File: src/rtl/bus_arb_pkg.sv
// Shared types and constants for the N-master bus arbiter and its picker.
package bus_arb_pkg;

  typedef enum logic [1:0] {
    IDLE    = 2'd0,
    GRANT   = 2'd1,
    SNREADY = 2'd2
  } state_t;

  localparam int ARB_FIXED = 0;
  localparam int ARB_RR    = 1;

endpackage

File: src/rtl/arb_picker.sv
// Combinational request picker: fixed priority (lowest index) or round-robin
// search from rr_ptr, with an optional mask that is ignored if it hides every request.
module arb_picker #(
  parameter int NUM_MASTERS = 4,
  parameter int SEL_W       = $clog2(NUM_MASTERS)
) (
  input  logic [NUM_MASTERS-1:0] req,
  input  logic [NUM_MASTERS-1:0] mask,
  input  logic [SEL_W-1:0]       rr_ptr,
  input  logic                   mode,
  output logic                   valid,
  output logic [SEL_W-1:0]       index
);

  logic [NUM_MASTERS-1:0] cand;
  logic [SEL_W-1:0]       idx;
  int                     start;
  int                     j;

  always_comb begin
    cand  = req & ~mask;
    if (cand == '0) cand = req;
    valid = 1'b0;
    index = '0;
    idx   = '0;
    j     = 0;
    start = mode ? int'(rr_ptr) : 0;
    for (int k = 0; k < NUM_MASTERS; k++) begin
      j = start + k;
      if (j >= NUM_MASTERS) j = j - NUM_MASTERS;
      idx = SEL_W'(j);
      if (!valid && cand[idx]) begin
        valid = 1'b1;
        index = idx;
      end
    end
  end

endmodule

File: src/rtl/bus_arbiter_n.sv
// N-master system bus arbiter: fixed-priority or round-robin, optional hold
// limit with preemption, and re-arbitration only once all slaves report ready.
module bus_arbiter_n
  import bus_arb_pkg::*;
#(
  parameter  int NUM_MASTERS = 4,
  parameter  int NUM_SLAVES  = 3,
  parameter  int ARB_MODE    = 0,
  parameter  int MAX_HOLD    = 0,
  localparam int SEL_W       = $clog2(NUM_MASTERS)
) (
  input  logic                   clk,
  input  logic                   rstn,
  input  logic [NUM_MASTERS-1:0] breq,
  input  logic [NUM_SLAVES-1:0]  sready,
  output logic [NUM_MASTERS-1:0] bgrant,
  output logic [SEL_W-1:0]       msel,
  output logic                   bus_busy
);

  localparam int HOLD_W = (MAX_HOLD > 2) ? $clog2(MAX_HOLD) : 1;
  localparam logic [HOLD_W-1:0] HOLD_LAST = (MAX_HOLD > 0) ? HOLD_W'(MAX_HOLD - 1) : '0;

  state_t                 state_q, state_d;
  logic [SEL_W-1:0]       owner_q, owner_d;
  logic [SEL_W-1:0]       rr_ptr_q, rr_ptr_d;
  logic [HOLD_W-1:0]      hold_cnt_q, hold_cnt_d;
  logic [NUM_MASTERS-1:0] preempt_mask_q, preempt_mask_d;

  logic                   pick_valid;
  logic [SEL_W-1:0]       pick_idx;
  logic [SEL_W-1:0]       ptr_on_grant;
  logic                   others_req;

  function automatic logic [NUM_MASTERS-1:0] onehot(input logic [SEL_W-1:0] i);
    onehot = NUM_MASTERS'(1) << i;
  endfunction

  arb_picker #(
    .NUM_MASTERS (NUM_MASTERS),
    .SEL_W       (SEL_W)
  ) u_picker (
    .req    (breq),
    .mask   (preempt_mask_q),
    .rr_ptr (rr_ptr_q),
    .mode   (ARB_MODE == ARB_RR),
    .valid  (pick_valid),
    .index  (pick_idx)
  );

  // Round-robin resumes the search just past the newly granted master.
  always_comb begin
    ptr_on_grant = '0;
    if (ARB_MODE == ARB_RR) begin
      ptr_on_grant = (pick_idx == SEL_W'(NUM_MASTERS - 1)) ? '0 : pick_idx + 1'b1;
    end
  end

  assign others_req = |(breq & ~onehot(owner_q));

  always_comb begin
    state_d        = state_q;
    owner_d        = owner_q;
    rr_ptr_d       = rr_ptr_q;
    hold_cnt_d     = hold_cnt_q;
    preempt_mask_d = preempt_mask_q;
    case (state_q)
      IDLE: begin
        if (pick_valid) begin
          state_d    = GRANT;
          owner_d    = pick_idx;
          hold_cnt_d = '0;
          rr_ptr_d   = ptr_on_grant;
        end
      end
      GRANT: begin
        if (!breq[owner_q]) begin
          state_d        = SNREADY;
          preempt_mask_d = '0;
        end else if (MAX_HOLD != 0 && hold_cnt_q == HOLD_LAST && others_req) begin
          state_d        = SNREADY;
          preempt_mask_d = onehot(owner_q);
        end else if (others_req) begin
          hold_cnt_d = (hold_cnt_q < HOLD_LAST) ? hold_cnt_q + 1'b1 : hold_cnt_q;
        end else begin
          hold_cnt_d = '0;
        end
      end
      SNREADY: begin
        if (&sready) begin
          preempt_mask_d = '0;
          if (pick_valid) begin
            state_d    = GRANT;
            owner_d    = pick_idx;
            hold_cnt_d = '0;
            rr_ptr_d   = ptr_on_grant;
          end else begin
            state_d = IDLE;
          end
        end
      end
      default: state_d = IDLE;
    endcase
  end

  always_ff @(posedge clk or negedge rstn) begin
    if (!rstn) begin
      state_q        <= IDLE;
      owner_q        <= '0;
      rr_ptr_q       <= '0;
      hold_cnt_q     <= '0;
      preempt_mask_q <= '0;
    end else begin
      state_q        <= state_d;
      owner_q        <= owner_d;
      rr_ptr_q       <= rr_ptr_d;
      hold_cnt_q     <= hold_cnt_d;
      preempt_mask_q <= preempt_mask_d;
    end
  end

  assign bgrant   = (state_q == GRANT) ? onehot(owner_q) : '0;
  assign msel     = owner_q;
  assign bus_busy = (state_q != IDLE);

endmodule

File: config.mk
export PLATFORM = sky130hd
export DESIGN_NAME = bus_arbiter_n
export DESIGN_NICKNAME = d
export VERILOG_FILES = /design/src/rtl/bus_arb_pkg.sv /design/src/rtl/arb_picker.sv /design/src/rtl/bus_arbiter_n.sv
export SDC_FILE = /design/constraint.sdc
export NUM_CORES = 1
export LEC_CHECK = 0
export ABC_AREA = 1
export ABC_CLOCK_PERIOD_IN_PS = 1000
export CORE_AREA = 2 2 39 41
export CTS_CLUSTER_SIZE = 40
export DETAILED_ROUTE_END_ITERATION = 6
export DIE_AREA = 0 0 41 43
export GPL_TIMING_DRIVEN = 0
export PLACE_DENSITY_LB_ADDON = 0.08
export SETUP_SLACK_MARGIN = 0.2
export SYNTH_ARGS = -nofsm -noshare
export SYNTH_HDL_FRONTEND = slang
export SYNTH_SLANG_ARGS = --single-unit
File: constraint.sdc
create_clock -name clk -period 1 [get_ports clk]
set_input_delay 0.25 -clock clk [delete_from_list [all_inputs] [get_ports clk]]
set_output_delay 0.25 -clock clk [all_outputs]
set_load 0.005 [all_outputs]
==> run summary, run 1 <==
status = complete, but fails checks
failing checks = negative setup slack
area grow syn2layout = 111%
Fillers = 155
cell family with most CP delay = flip-flops
crit path max-delay cell type = dfrtp_1
Clk network pwr share = 12.8%
max incr delay on CP = 0.41 ns
footprint of the multi-input gates = 230 um^2
share of cells above drive strength 1 = 55.8%
Via Count = 384
Data arrival, critical path = 1.06 ns
Final Max Tran Viols = 0
leak pwr = 0.321 nW
First-pass DRT Iterations = 2
Final min period = 1.31 ns
Setup crit start kind = flip-flop
most frequent cells in the layout = nand2_1 (13), clkdlybuf4s50_1 (7), buf_4 (7), buf_2 (6)
placement row count = 14
critical path peak fanout = 4
critical path, cell by cell = nor2_4, inv_2, nor3_2, buf_2
Avg Vias per Cell = 4.13
clk slew on worst S/H paths = 0.04 ns
Comb pwr share = 66.9%
Antenna Nets Post-Route = 0
Boundary Pins = 16
Port-buffer cells = 15
crit path capture type = output pin
switching share of total power = 41.5%
Seq/Total Area, Yosys = 33.6%
max cap viols = 0
RSZ-0062 raised after global routing = true
vias in the first global route = 385
Worst Path Buf+Inv = 2
Starting Density = 21.5%
Max Freq = 764 MHz
H-tree levels = 1
largest net degree at the start of global routing = 7
Syn Inst Count = 47
initial antenna violation count = 0
core area = 1380 um^2
Reg power frac = 20.3%
Area contributors post-synth = dfrtp_1 (34%), nand2_1 (21%), nand3_1 (8.4%), nor3_1 (8.4%), inv_2 (5.0%)
endpoints failing hold = 0
Synth top area share = 33.6%
die width = 41 um
Die ar. = 1760 um^2
distinct cell type count after synthesis = 13
Total Routing Usage GR = 12.2%
final worst slack = -0.309 ns
final core occ = 45.5%
GRT overflow = 0
critical path required time = 0.75 ns
clk_lat worst skew = 0.24 ns
switching pwr = 0.715 mW
DR WL/cell = 9.63 um
Synth Area per Inst = 6.34 um^2
Final setup viols = 11
Initial DRC Count = 1
first-pass GRT wire length = 1.45 mm
Synth Warn # = 0
hold buffers post-CTS = 0
worst hold slack = 0.204 ns
worst hold path type = input pin to async pin
Reg area = 103 um^2
worst-case clock buffer depth = 2
post-route DRC violation count = 0
Internal Dissipation = 1.01 mW
Num Clock Sinks = 4
Post-Synthesis Net Count = 56
Synth Register Bits = 4
DPL Wire Length = 625 um
area leader, netlist = dfrtp_1
commonest non-fill, non-tap cell in the layout = nand2_1
final worst-path cycle share = 131%
GPL Wtd Cong = 0.733
diode count = 0
WL final = 896 um
clock skew = 0.0116 ns
CTS Root Buffer Type = clkbuf_4
die height = 43 um
Inserted Clock Buffers = 3
slew margin rel. = 87.7%
CTS tree = done
nets@finish = 87
cell area after synthesis = 298 um^2
maximum vdd drop = 1.34 mV
critical path class = flip-flop to output pin
power density cells = 2740 nW/um^2
slew of the pin with the lowest slew margin = 0.185 ns
-- worst reg2reg max path, stage by stage, from the launching register on --
cell	delay [ns]
dfrtp_1	0.41
buf_6	0.14
inv_4	0.04
buf_6	0.09
nor2_4	0.03
nand2_4	0.07
nand3_4	0.09
nand2_2	0.07
nand2_1	0.05
-- synth_stat cells (all sizes together) --
cell type / n
a21oi: 1
dfrtp: 4
inv: 7
nand2: 19
nand3: 6
nor2: 4
nor3: 5
o21ai: 1
-- through the flow --
step	worst slack, ns	power, mW	std cells	area [um^2]	setup TNS (ns)
global route	-0.390	1.88	93	629	-2.67
CTS	-0.310	1.56	92	573	-1.91
detailed placement	-0.518	1.10	78	490	-3.92
floorplan	0.0357	0.772	47	320	0
global placement	-0.517	1.11	78	490	-3.94
finish	-0.309	1.72	93	629	-1.95
-- flip-flops by register name (all words and copies together) (netlist names) --
name     count
msel         2
state_q      2
-- routing by layer --
metal  GRT usage (%)  vias to the layer above  part of all wire (%)
met1            14.7                      168                    41
met3            1.57                        0                   6.1
met5               0                        -                     0
li1                -                      207                     -
met4            8.00                        0                     0
met2            19.1                        9                    52
-- area by class of cell --
type	instances	share of cell area, %
multi-input cells	36	36.6
repair buffers	26	35.2
flip-flops and latches	4	16.3
inverters	7	4.57
clock buffers	4	4.17
well taps	16	3.18
-- cells by family (layout without fill, tap and decap cells) --
logic type | after synthesis | after routing | share of synthesized area, %
and+or+nand+nor | 34 | 34 | 54.2
AOI/OAI and AO/OA | 2 | 2 | 3.36
buffers and inverters | 7 | 37 | 8.82
DFF | 4 | 4 | 33.6
-- worst paths after layout --
kind | slack (ns) | to | from | cells past startpoint
hold / removal | 0.20 | msel[1] | rstn | 1
setup / recovery | -0.31 | bgrant[0] | state_q[1] | 4
min in group clk | 0.39 | msel[1] | breq[0] | 4
hold reg to reg | 0.59 | msel[0] | msel[0] | 2
max in group asynchronous | 0.62 | msel[0] | rstn | 1
setup reg to reg | -0.09 | msel[1] | state_q[1] | 8
-- power groups by stage --
| stage | Combinational (mW) | Clock, mW | Sequential, mW |
|---|---|---|---|
| finish | 1.15 | 0.220 | 0.349 |
| global route | 1.28 | 0.243 | 0.362 |
| CTS | 0.979 | 0.233 | 0.344 |
| detailed placement | 0.729 | 0 | 0.374 |
| global placement | 0.730 | 0 | 0.377 |
| floorplan | 0.414 | 0 | 0.357 |
-- timing repair --
action | CTS | global route
buffers inserted | 10 | 1
hold endpoints to repair | 0 | 0
pin swaps | 2 | 8
gates resized for setup | 32 | 13
cloned | 0 | 0
endpoints found under the setup margin | 11 | 11
No activity file was read; power rests on OpenSTA's default activity.
==> run 2: changes to the inputs <==
--- a/config.mk
+++ b/config.mk
@@ -11,7 +11,7 @@
 export CTS_CLUSTER_SIZE = 40
 export DETAILED_ROUTE_END_ITERATION = 6
 export DIE_AREA = 0 0 41 43
-export GPL_TIMING_DRIVEN = 0
+export GPL_TIMING_DRIVEN = 1
 export PLACE_DENSITY_LB_ADDON = 0.08
 export SETUP_SLACK_MARGIN = 0.2
 export SYNTH_ARGS = -nofsm -noshare
==> run 2 against run 1 <==
  * The run still ends with negative setup slack left
  * Non-clock buffer count rose by 5
  * Utilization rose by 3.6 points
  * Critical endpoint unchanged
  * Highest routed layer unchanged
  * First-iteration DRC count rose to 8.0 times the previous value
  * Critical path depth fell by 1
==> run summary, run 2 (same netlist as run 1, synthesis figures left out) <==
Antenna Nets Post-Route = 0 (unchanged)
critical path required time = 0.75 ns (about the same)
crit path capture type = output pin (unchanged)
Initial DRC Count = 8 (was 1)
initial antenna violation count = 0 (unchanged)
footprint of the multi-input gates = 230 um^2 (unchanged)
Total Routing Usage GR = 12.7% (was 12.2%)
Comb pwr share = 71.5% (was 66.9%)
GRT overflow = 0 (unchanged)
H-tree levels = 1 (unchanged)
largest net degree at the start of global routing = 5 (was 7)
Die ar. = 1760 um^2 (unchanged)
clk_lat worst skew = 0.23 ns (was 0.24 ns)
slew margin rel. = 87.6% (was 87.7%)
max cap viols = 0 (unchanged)
Final setup viols = 11 (unchanged)
share of cells above drive strength 1 = 58.5% (was 55.8%)
Port-buffer cells = 15 (unchanged)
slew of the pin with the lowest slew margin = 0.185 ns (about the same)
diode count = 0 (unchanged)
Reg area = 103 um^2 (unchanged)
endpoints failing hold = 0 (unchanged)
hold buffers post-CTS = 0 (unchanged)
First-pass DRT Iterations = 2 (unchanged)
critical path class = flip-flop to output pin (unchanged)
worst-case clock buffer depth = 2 (unchanged)
nets@finish = 92 (was 87)
Via Count = 407 (was 384)
Final min period = 1.29 ns (was 1.31 ns)
Clk network pwr share = 11.5% (was 12.8%)
power density cells = 2770 nW/um^2 (was 2740 nW/um^2)
Num Clock Sinks = 4 (unchanged)
RR Endpoint = state_q[0] (was msel[1])
Fillers = 163 (was 155)
placement row count = 14 (unchanged)
worst hold path type = input pin to async pin (unchanged)
post-route DRC violation count = 0 (unchanged)
die height = 43 um (unchanged)
worst hold slack = 0.213 ns (was 0.204 ns)
WL final = 891 um (was 896 um)
DPL Wire Length = 696 um (was 625 um)
switching pwr = 0.736 mW (was 0.715 mW)
RSZ-0062 raised after global routing = true (unchanged)
core area = 1380 um^2 (unchanged)
Avg Vias per Cell = 4.15 (was 4.13)
DR WL/cell = 9.09 um (was 9.63 um)
Inst Count DP = 88 (was 78)
die width = 41 um (unchanged)
GPL Wtd Cong = 0.776 (was 0.733)
CTS Root Buffer Type = clkbuf_4 (unchanged)
most frequent cells in the layout = nand2_1 (13), buf_6 (9), clkdlybuf4s50_1 (8), buf_4 (8), buf_2 (6) (was nand2_1 (13), clkdlybuf4s50_1 (7), buf_4 (7), buf_2 (6))
commonest non-fill, non-tap cell in the layout = nand2_1 (unchanged)
Starting Density = 21.5% (unchanged)
CTS tree = done (unchanged)
maximum vdd drop = 1.07 mV (was 1.34 mV)
R2R Setup Slk = -0.20 ns (was -0.09 ns)
R2R depth = 9 (was 8)
Internal Dissipation = 1.15 mW (was 1.01 mW)
critical path peak fanout = 3 (was 4)
clk slew on worst S/H paths = 0.04 ns (about the same)
pre-CTS setup slack = -0.445 ns (was -0.518 ns)
clock skew = 0.00373 ns (was 0.0116 ns)
first-pass GRT wire length = 1.52 mm (was 1.45 mm)
max incr delay on CP = 0.41 ns (about the same)
power consumption = 1.88 mW (was 1.72 mW)
final worst-path cycle share = 129% (was 131%)
Boundary Pins = 16 (unchanged)
leak pwr = 0.340 nW (was 0.321 nW)
status = complete, but fails checks (unchanged)
area grow syn2layout = 128% (was 111%)
critical path, cell by cell = buf_6, nor3_2, buf_2 (was nor2_4, inv_2, nor3_2, buf_2)
switching share of total power = 39.1% (was 41.5%)
reg2reg start = msel[0] (was state_q[1])
Data arrival, critical path = 1.04 ns (was 1.06 ns)
final worst slack = -0.294 ns (was -0.309 ns)
Inserted Clock Buffers = 3 (unchanged)
Max Freq = 773 MHz (was 764 MHz)
crit path max-delay cell type = dfrtp_2 (was dfrtp_1)
Reg power frac = 17.0% (was 20.3%)
Final Non-Filler Cells = 98 (was 93)
Setup crit start kind = flip-flop (unchanged)
failing checks = negative setup slack (unchanged)
vias in the first global route = 390 (was 385)
Final Max Tran Viols = 0 (unchanged)
-- run 2: how the worst max path moves through the flow --
stage / from / end / slack [ns] / cells after the start
after CTS: state_q[0] / bgrant[1] / -0.30 / 5
after global placement: state_q[1] / bgrant[2] / -0.43 / 4
after floorplan: state_q[0] / bgrant[0] / 0.04 / 4
final: msel[0] / bgrant[0] / -0.29 / 3
after global routing: state_q[0] / bgrant[1] / -0.37 / 5
after detailed placement: state_q[1] / bgrant[1] / -0.45 / 4
-- run 2: through the flow --
stage	area, um^2	utilization, %	setup TNS [ns]
floorplan	320	-	0
global placement	566	40.9	-3.65
detailed placement	566	40.9	-3.70
CTS	623	45.0	-2.31
global route	679	49.1	-2.86
finish	679	49.1	-2.21
-- run 2: area by class of cell --
cell class | instances | area share, %
sequential | 4 | 15.1
timing repair buffer | 31 | 40.0
multi-input combinational | 36 | 33.9
clock buffer | 4 | 3.87
inverter | 7 | 4.24
tap | 16 | 2.95
-- run 2: what timing repair did --
| item | in CTS | in global routing |
|---|---|---|
| cloned | 0 | 0 |
| setup endpoints to repair | 11 | 11 |
| gates resized for setup | 36 | 12 |
| pin swaps | 4 | 4 |
| setup buffers | 5 | 1 |
-- run 2: power groups by stage --
stage          Combinational [mW]  Sequential (mW)  Clock [mW]
2_1_floorplan               0.414            0.357           0
3_3_place_gp                 1.04            0.332           0
3_5_place_dp                 1.04            0.334           0
4_1_cts                      1.18            0.316       0.229
5_1_grt                      1.49            0.329       0.248
6_report                     1.35            0.320       0.216
-- run 2: per-layer routing --
layer / vias to the layer above / track usage [%] / share of wire, %
met4: 0 / 6.00 / 0
met1: 181 / 16.3 / 43
met3: 0 / 3.14 / 5.9
met5: - / 0 / 0
li1: 217 / - / -
met2: 9 / 19.1 / 51
-- run 2: critical path: cells and delay by family, from the launching register on --
family                 cells  cell delay (ns)
flip-flops                 1             0.41
buffers and inverters      2             0.26
AND/OR/NAND/NOR            1             0.15
